$ cat src/rtl/fetch_pkg.sv
// Shared fetch-stage types and constants; NOP and HALT encodings are also used by IF/ID and decode.
package fetch_pkg;

  typedef enum logic [1:0] {
    FETCH  = 2'd0,
    HOLD   = 2'd1,
    DRAIN  = 2'd2,
    HALTED = 2'd3
  } fetch_state_e;

  typedef enum logic [1:0] {
    PC_KEEP  = 2'd0,
    PC_INC   = 2'd1,
    PC_REDIR = 2'd2,
    PC_PEND  = 2'd3
  } pc_sel_e;

  localparam logic [15:0] NOP_INSTR   = 16'h0800;
  localparam logic [4:0]  HALT_OPCODE = 5'b00000;

endpackage

$ cat src/rtl/fetch_stage_if.sv
// Pipeline-control and instruction-memory signals of the IF stage, bundled for port grouping.
interface fetch_stage_if;

  logic        hazardStall;
  logic        DMemStall;
  logic        redirect;
  logic [15:0] redirect_pc;
  logic [15:0] imem_data;
  logic        imem_done;
  logic        imem_err;
  logic        imem_rd;
  logic [15:0] imem_addr;
  logic [15:0] PC_add_2;
  logic [15:0] instrData_out;
  logic        IMemStall;
  logic        fetch_err;
  logic        halted;

  modport master (
    input  hazardStall, DMemStall, redirect, redirect_pc,
    input  imem_data, imem_done, imem_err,
    output imem_rd, imem_addr, PC_add_2, instrData_out, IMemStall, fetch_err, halted
  );

  modport slave (
    output hazardStall, DMemStall, redirect, redirect_pc,
    output imem_data, imem_done, imem_err,
    input  imem_rd, imem_addr, PC_add_2, instrData_out, IMemStall, fetch_err, halted
  );

endinterface

$ cat src/rtl/fetch_ctrl.sv
// Fetch FSM: chooses the next PC source and decodes imem_rd / IMemStall / halted.
module fetch_ctrl
  import fetch_pkg::*;
(
  input  logic    clk,
  input  logic    rst,
  input  logic    hold_i,
  input  logic    redirect_i,
  input  logic    imemDone_i,
  input  logic    haltFetch_i,
  input  logic    haltHeld_i,
  output pc_sel_e pcSel_o,
  output logic    pendEn_o,
  output logic    holdEn_o,
  output logic    useHold_o,
  output logic    imemRd_o,
  output logic    imemStall_o,
  output logic    halted_o
);

  fetch_state_e state_q, state_d;

  always_ff @(posedge clk) begin
    if (rst) state_q <= FETCH;
    else     state_q <= state_d;
  end

  always_comb begin
    state_d     = state_q;
    pcSel_o     = PC_KEEP;
    pendEn_o    = 1'b0;
    holdEn_o    = 1'b0;
    useHold_o   = 1'b0;
    imemRd_o    = 1'b0;
    imemStall_o = 1'b1;
    halted_o    = 1'b0;

    if (rst) begin
      state_d = FETCH;
    end else begin
      unique case (state_q)
        FETCH: begin
          imemRd_o = 1'b1;
          if (redirect_i) begin
            // An outstanding miss cannot be cancelled, so wait it out in DRAIN.
            if (imemDone_i) begin
              pcSel_o = PC_REDIR;
            end else begin
              pendEn_o = 1'b1;
              state_d  = DRAIN;
            end
          end else if (imemDone_i) begin
            imemStall_o = 1'b0;
            if (hold_i) begin
              holdEn_o = 1'b1;
              state_d  = HOLD;
            end else begin
              pcSel_o = PC_INC;
              if (haltFetch_i) state_d = HALTED;
            end
          end
        end

        HOLD: begin
          if (redirect_i) begin
            pcSel_o = PC_REDIR;
            state_d = FETCH;
          end else begin
            imemStall_o = 1'b0;
            useHold_o   = 1'b1;
            if (!hold_i) begin
              pcSel_o = PC_INC;
              state_d = haltHeld_i ? HALTED : FETCH;
            end
          end
        end

        DRAIN: begin
          imemRd_o = 1'b1;
          if (imemDone_i) begin
            pcSel_o = redirect_i ? PC_REDIR : PC_PEND;
            state_d = FETCH;
          end else if (redirect_i) begin
            pendEn_o = 1'b1;
          end
        end

        HALTED: begin
          halted_o = 1'b1;
          if (redirect_i) begin
            pcSel_o = PC_REDIR;
            state_d = FETCH;
          end
        end

        default: state_d = FETCH;
      endcase
    end
  end

endmodule

$ cat src/rtl/ff_16b.sv
// 16-bit register with synchronous active-high reset and load enable.
module ff_16b #(
  parameter logic [15:0] RESET_VAL = 16'h0000
) (
  input  logic        clk,
  input  logic        rst,
  input  logic        en_i,
  input  logic [15:0] d_i,
  output logic [15:0] q_o
);

  always_ff @(posedge clk) begin
    if (rst)       q_o <= RESET_VAL;
    else if (en_i) q_o <= d_i;
  end

endmodule

$ cat src/rtl/fetch_stage.sv
// IF stage: PC, redirect target and held-instruction registers around the fetch FSM.
module fetch_stage
  import fetch_pkg::*;
#(
  parameter logic [15:0] RESET_PC    = 16'h0000,
  parameter logic [15:0] NOP_INSTR   = fetch_pkg::NOP_INSTR,
  parameter logic [4:0]  HALT_OPCODE = fetch_pkg::HALT_OPCODE
) (
  input  logic          clk,
  input  logic          rst,
  fetch_stage_if.master bus
);

  logic [15:0] pc_q, pc_d;
  logic [15:0] pendPc_q;
  logic [15:0] holdInstr_q;
  logic        fetchErr_q;
  pc_sel_e     pcSel;
  logic        pendEn, holdEn, useHold, imemStall;
  logic        hold, haltFetch, haltHeld, errSet;

  assign hold      = bus.hazardStall | bus.DMemStall;
  assign haltFetch = (bus.imem_data[15:11] == HALT_OPCODE);
  assign haltHeld  = (holdInstr_q[15:11] == HALT_OPCODE);

  fetch_ctrl u_ctrl (
    .clk         (clk),
    .rst         (rst),
    .hold_i      (hold),
    .redirect_i  (bus.redirect),
    .imemDone_i  (bus.imem_done),
    .haltFetch_i (haltFetch),
    .haltHeld_i  (haltHeld),
    .pcSel_o     (pcSel),
    .pendEn_o    (pendEn),
    .holdEn_o    (holdEn),
    .useHold_o   (useHold),
    .imemRd_o    (bus.imem_rd),
    .imemStall_o (imemStall),
    .halted_o    (bus.halted)
  );

  always_comb begin
    pc_d = pc_q;
    unique case (pcSel)
      PC_INC:   pc_d = pc_q + 16'd2;
      PC_REDIR: pc_d = bus.redirect_pc;
      PC_PEND:  pc_d = pendPc_q;
      default:  pc_d = pc_q;
    endcase
  end

  ff_16b #(.RESET_VAL(RESET_PC)) u_pcReg (
    .clk (clk), .rst (rst), .en_i (1'b1), .d_i (pc_d), .q_o (pc_q)
  );

  ff_16b #(.RESET_VAL(RESET_PC)) u_pendReg (
    .clk (clk), .rst (rst), .en_i (pendEn), .d_i (bus.redirect_pc), .q_o (pendPc_q)
  );

  ff_16b #(.RESET_VAL(16'h0000)) u_holdReg (
    .clk (clk), .rst (rst), .en_i (holdEn), .d_i (bus.imem_data), .q_o (holdInstr_q)
  );

  // Misaligned issue and memory-reported errors both latch until reset.
  assign errSet = (bus.imem_done & bus.imem_err) | (bus.imem_rd & pc_q[0]);

  always_ff @(posedge clk) begin
    if (rst)         fetchErr_q <= 1'b0;
    else if (errSet) fetchErr_q <= 1'b1;
  end

  assign bus.imem_addr     = pc_q;
  assign bus.PC_add_2      = pc_q + 16'd2;
  assign bus.IMemStall     = imemStall;
  assign bus.instrData_out = imemStall ? NOP_INSTR : (useHold ? holdInstr_q : bus.imem_data);
  assign bus.fetch_err     = fetchErr_q;

endmodule
$ cat src/flat_wrapper.sv
// flat-port wrapper written by rule: the top's interface ports become plain ports
module fetch_stage_flat import fetch_pkg::*;
#(
  parameter logic [15:0] RESET_PC    = 16'h0000,
  parameter logic [15:0] NOP_INSTR   = fetch_pkg::NOP_INSTR,
  parameter logic [4:0]  HALT_OPCODE = fetch_pkg::HALT_OPCODE
)
  (clk, rst, bus_hazardStall, bus_DMemStall, bus_redirect, bus_redirect_pc, bus_imem_data, bus_imem_done, bus_imem_err, bus_imem_rd, bus_imem_addr, bus_PC_add_2, bus_instrData_out, bus_IMemStall, bus_fetch_err, bus_halted);
  fetch_stage_if bus_i ();
  input  logic clk;
  input  logic rst;
  input wire logic [$bits(bus_i.hazardStall)-1:0] bus_hazardStall;
  input wire logic [$bits(bus_i.DMemStall)-1:0] bus_DMemStall;
  input wire logic [$bits(bus_i.redirect)-1:0] bus_redirect;
  input wire logic [$bits(bus_i.redirect_pc)-1:0] bus_redirect_pc;
  input wire logic [$bits(bus_i.imem_data)-1:0] bus_imem_data;
  input wire logic [$bits(bus_i.imem_done)-1:0] bus_imem_done;
  input wire logic [$bits(bus_i.imem_err)-1:0] bus_imem_err;
  output wire logic [$bits(bus_i.imem_rd)-1:0] bus_imem_rd;
  output wire logic [$bits(bus_i.imem_addr)-1:0] bus_imem_addr;
  output wire logic [$bits(bus_i.PC_add_2)-1:0] bus_PC_add_2;
  output wire logic [$bits(bus_i.instrData_out)-1:0] bus_instrData_out;
  output wire logic [$bits(bus_i.IMemStall)-1:0] bus_IMemStall;
  output wire logic [$bits(bus_i.fetch_err)-1:0] bus_fetch_err;
  output wire logic [$bits(bus_i.halted)-1:0] bus_halted;
  assign bus_i.hazardStall = bus_hazardStall;
  assign bus_i.DMemStall = bus_DMemStall;
  assign bus_i.redirect = bus_redirect;
  assign bus_i.redirect_pc = bus_redirect_pc;
  assign bus_i.imem_data = bus_imem_data;
  assign bus_i.imem_done = bus_imem_done;
  assign bus_i.imem_err = bus_imem_err;
  assign bus_imem_rd = bus_i.imem_rd;
  assign bus_imem_addr = bus_i.imem_addr;
  assign bus_PC_add_2 = bus_i.PC_add_2;
  assign bus_instrData_out = bus_i.instrData_out;
  assign bus_IMemStall = bus_i.IMemStall;
  assign bus_fetch_err = bus_i.fetch_err;
  assign bus_halted = bus_i.halted;
  fetch_stage #(.RESET_PC(RESET_PC), .NOP_INSTR(NOP_INSTR), .HALT_OPCODE(HALT_OPCODE)) u_core (.clk(clk), .rst(rst), .bus(bus_i));
endmodule
$ cat config.mk
export PLATFORM = sky130hd
export DESIGN_NAME = fetch_stage_flat
export DESIGN_NICKNAME = d
export VERILOG_FILES = /design/src/rtl/fetch_pkg.sv /design/src/rtl/fetch_stage_if.sv /design/src/rtl/fetch_ctrl.sv /design/src/rtl/ff_16b.sv /design/src/rtl/fetch_stage.sv /design/src/flat_wrapper.sv
export SDC_FILE = /design/constraint.sdc
export NUM_CORES = 1
export LEC_CHECK = 0
export CORE_AREA = 2 2 71 90
export DETAILED_ROUTE_END_ITERATION = 12
export DIE_AREA = 0 0 73 92
export PLACE_DENSITY = 0.94
export SYNTH_ARGS = -nofsm -noshare
export SYNTH_HDL_FRONTEND = slang
export SYNTH_SLANG_ARGS = --single-unit
$ cat constraint.sdc
create_clock -name clk -period 4.2 [get_ports clk]
set_input_delay 0.63 -clock clk [delete_from_list [all_inputs] [get_ports clk]]
set_output_delay 0.63 -clock clk [all_outputs]
set_load 0.01 [all_outputs]
==> results.tsv <==
stage	metric	value	unit
clocking	cts-resized-gates	0	
final_layout	drive_gt1_frac	0.05895	
final_layout	layout_commonest_cell	nand2_1	
synth	synth_simple_gate_area_share	0.2772	
routing	drtPass1Iterations	5	
synth	synthArstFlopShare	0	
floorplanning	die_h	92	um
final_layout	fin_util	0.6384	
clocking	cts_root_buffer	clkbuf_8	
synth	ys_warn_count	0	
global_route	grt_pass1_wl	13.57	mm
synth	synth_xor_area_frac	0.04628	
synth	synthesis.area	0.002839	mm2
routing	detail-route-antenna-nets	0	
synth	synthAdderAreaFrac	0.004407	
final_layout	n_fill_cell	525	
routing	vias	3088	
clocking	cts_max_path_buffers	2	
placement	dp_hpwl	5.759	mm
final_layout	diodes	0	
clocking	cts.hold.buffers_added	0	
global_route	met2_usage	0.4242	
routing	wire_per_inst	15.42	um
synth	syn_inst	387	
job	maxCapViolCount	0	
synth	synth-edff-count	0	
timing	fin_skew	0.004270	ns
timing	layout_min_cycle_time	3.439	ns
timing	slew_violations	0	
hold_path	hold_class	flop to flop	
timing	setup_violations	0	
placement	pre_cts_slack	0.7946	ns
placement	numPortBuffers	90	
timing	fin_setup_tns	0	ns
global_route	overflow	0	
clocking	clk_pin_slew_worst_paths	0.09	ns
placement	place_congestion	0.8821	
routing	via_per_inst	5.871	
clocking	cts_inserted_buffers	5	
pwr	peakVddDrop	0.1769	mV
worst_setup_path	start_kind	input port	
placement	place_inst	519	
pwr	p_per_area	286.3	mW/mm2
worst_setup_path	worstPathArrival	2.81	ns
global_route	grt_max_degree	36	
final_layout	multiInputGateArea	0.001643	mm2
clocking	clock-sinks	51	
global_route	grtUsageTotal	0.2466	
clocking	clock_latency	0.30	ns
timing	max_slew_margin	0.5378	
synth	syn_area_per_cell	7.336	um2
final_layout	layout_common_cells	nand2_1, clkdlybuf4s50_1, dfxtp_1, a21oi_1, nor2_1	
global_route	grt_busiest_layer	met2	
clocking	h-tree-depth	2	
routing	drc	0	
floorplanning	core	0.005966	mm2
synth	synth-compound-area-share	0.2468	
global_route	use_met1	0.3092	
pwr	power_leakage	1.331	nW
routing	drt_iter0_markers	157	
timing	hold_viol	0	
global_route	grt_pass1_vias	2920	
worst_setup_path	cp.required	3.57	ns
global_route	antenna_found_initial	0	
worst_setup_path	critPathCaptureType	output pin	
synth	yosysSeqAreaShare	0.3596	
clocking	cts_tree	done	
final_layout	nets	498	
synth	synth_top_family_by_area	simple AND/OR/NAND/NOR gates	
floorplanning	start_util	0.4759	
worst_setup_path	path_max_fanout	16	
final_layout	fin_cells	526	
synth	synth-seq-cells	51	
timing	fin_crit_sh	0.8187	
floorplanning	die-area	0.006716	mm2
final_layout	ff_latch_area	0.001021	mm2
synth	synth_cell_type_count	53	
worst_setup_path	critPathKind	input port to output pin	
floorplanning	ios	91	
timing	grt_setup_unrepaired	no	
run_status	status	completed	
timing	worst_pin_slew	0.6933	ns
timing	max_freq	290.8	MHz
floorplanning	rows	32	
timing	setup_ws	0.7615	ns
synth	synthMuxAreaShare	0	
final_layout	syn2layout_area_growth	34.16	%
synth	synth_fp_nets	427	
synth	synth_top_flop_cell	dfxtp_1	
routing	drt_wl_total	8.112	mm
floorplanning	die_w	73	um
global_route	gr-usage-met3	0.03846	
clocking	post_cts_buffers	0	
## path summary, 6_finish.rpt
kind / start / endpoint / slack, ns / depth (start not counted)
worst max-delay path: bus_redirect / bus_instrData_out[5] / 0.76 / 7
worst min-delay path: u_core.u_holdReg.q_o[4]$_SDFFE_PP0P_ / u_core.u_holdReg.q_o[4]$_SDFFE_PP0P_ / 0.46 / 2
worst max register to register: u_core.u_ctrl.state_q[0]$_SDFFE_PP0P_ / u_core.u_pcReg.q_o[9]$_SDFFE_PP0P_ / 1.97 / 5
worst min register to register: u_core.u_holdReg.q_o[4]$_SDFFE_PP0P_ / u_core.u_holdReg.q_o[4]$_SDFFE_PP0P_ / 0.46 / 2
## through the flow
stage | total power, W | hold slack (ns) | cell area (um2)
after floorplan | 0.0006816 | 0.4316 | 2839
after global placement | 0.0008046 | 0.4417 | 3721
after detailed placement | 0.0008125 | 0.4481 | 3721
after CTS | 0.001095 | 0.4609 | 3809
after global routing | 0.001141 | 0.4915 | 3809
final | 0.001090 | 0.4616 | 3809
## cell type report
class                           instances  area share
Clock buffer                            6     0.02168
Tap cell                               68     0.02234
Multi-Input combinational cell        298      0.4313
Clock inverter                          1    0.001314
Sequential cell                        51      0.2681
Timing Repair Buffer                   97      0.2503
Inverter                                5    0.004928
## critical path, cell delays in order
cell             delay (ns)
clkdlybuf4s50_1        0.40
buf_4                  0.18
nor3_2                 0.23
and2_1                 0.51
nand2_1                0.11
a21oi_1                0.16
clkdlybuf4s50_1        0.57
## flip-flops by register name (all words and copies together), names as in the netlist
signal	cells
u_core.u_ctrl.state_q	2
u_core.bus.fetch_err	1
u_core.u_pendReg.q_o	16
u_core.u_pcReg.q_o	16
u_core.u_holdReg.q_o	16
## kinds of logic after synthesis
family                     count (synthesis)
DFF                                       51
adders and majority gates                  1
AOI/OAI and AO/OA                        104
and+or+nand+nor                          178
buffers and inverters                     38
xor gates and xnor gates                  15
## synthesized netlist by cell type (6+ instances only)
library cell  count  area, um2
buf_2            14      70.07
nand2_1         111      416.7
nor3_1            6      30.03
clkbuf_1         11      41.29
xnor2_1          13      113.9
a211oi_1         11      82.58
buf_4             7      52.55
o21ai_0          20      100.1
dfxtp_1          51       1021
a21oi_1          31      155.2
nor2_1           26      97.59
## per-layer routing
| metal | part of all wire | vias to the layer above |
|---|---|---|
| li1 | - | 1485 |
| met1 | 0.40 | 1429 |
| met2 | 0.51 | 160 |
| met3 | 0.081 | 14 |
| met4 | 0.013 | 0 |
| met5 | 0 | - |
## report_power, final
part	total [W]	switching [W]	leakage (nW)	internal (W)
combinational	0.000258	0.000122	0.867	0.000135
sequential	0.000547	0.0000355	0.416	0.000512
clock	0.000285	0.000156	0.0470	0.000130
total	0.00109	0.000314	1.33	0.000777
No activity file was read; power rests on OpenSTA's default activity.
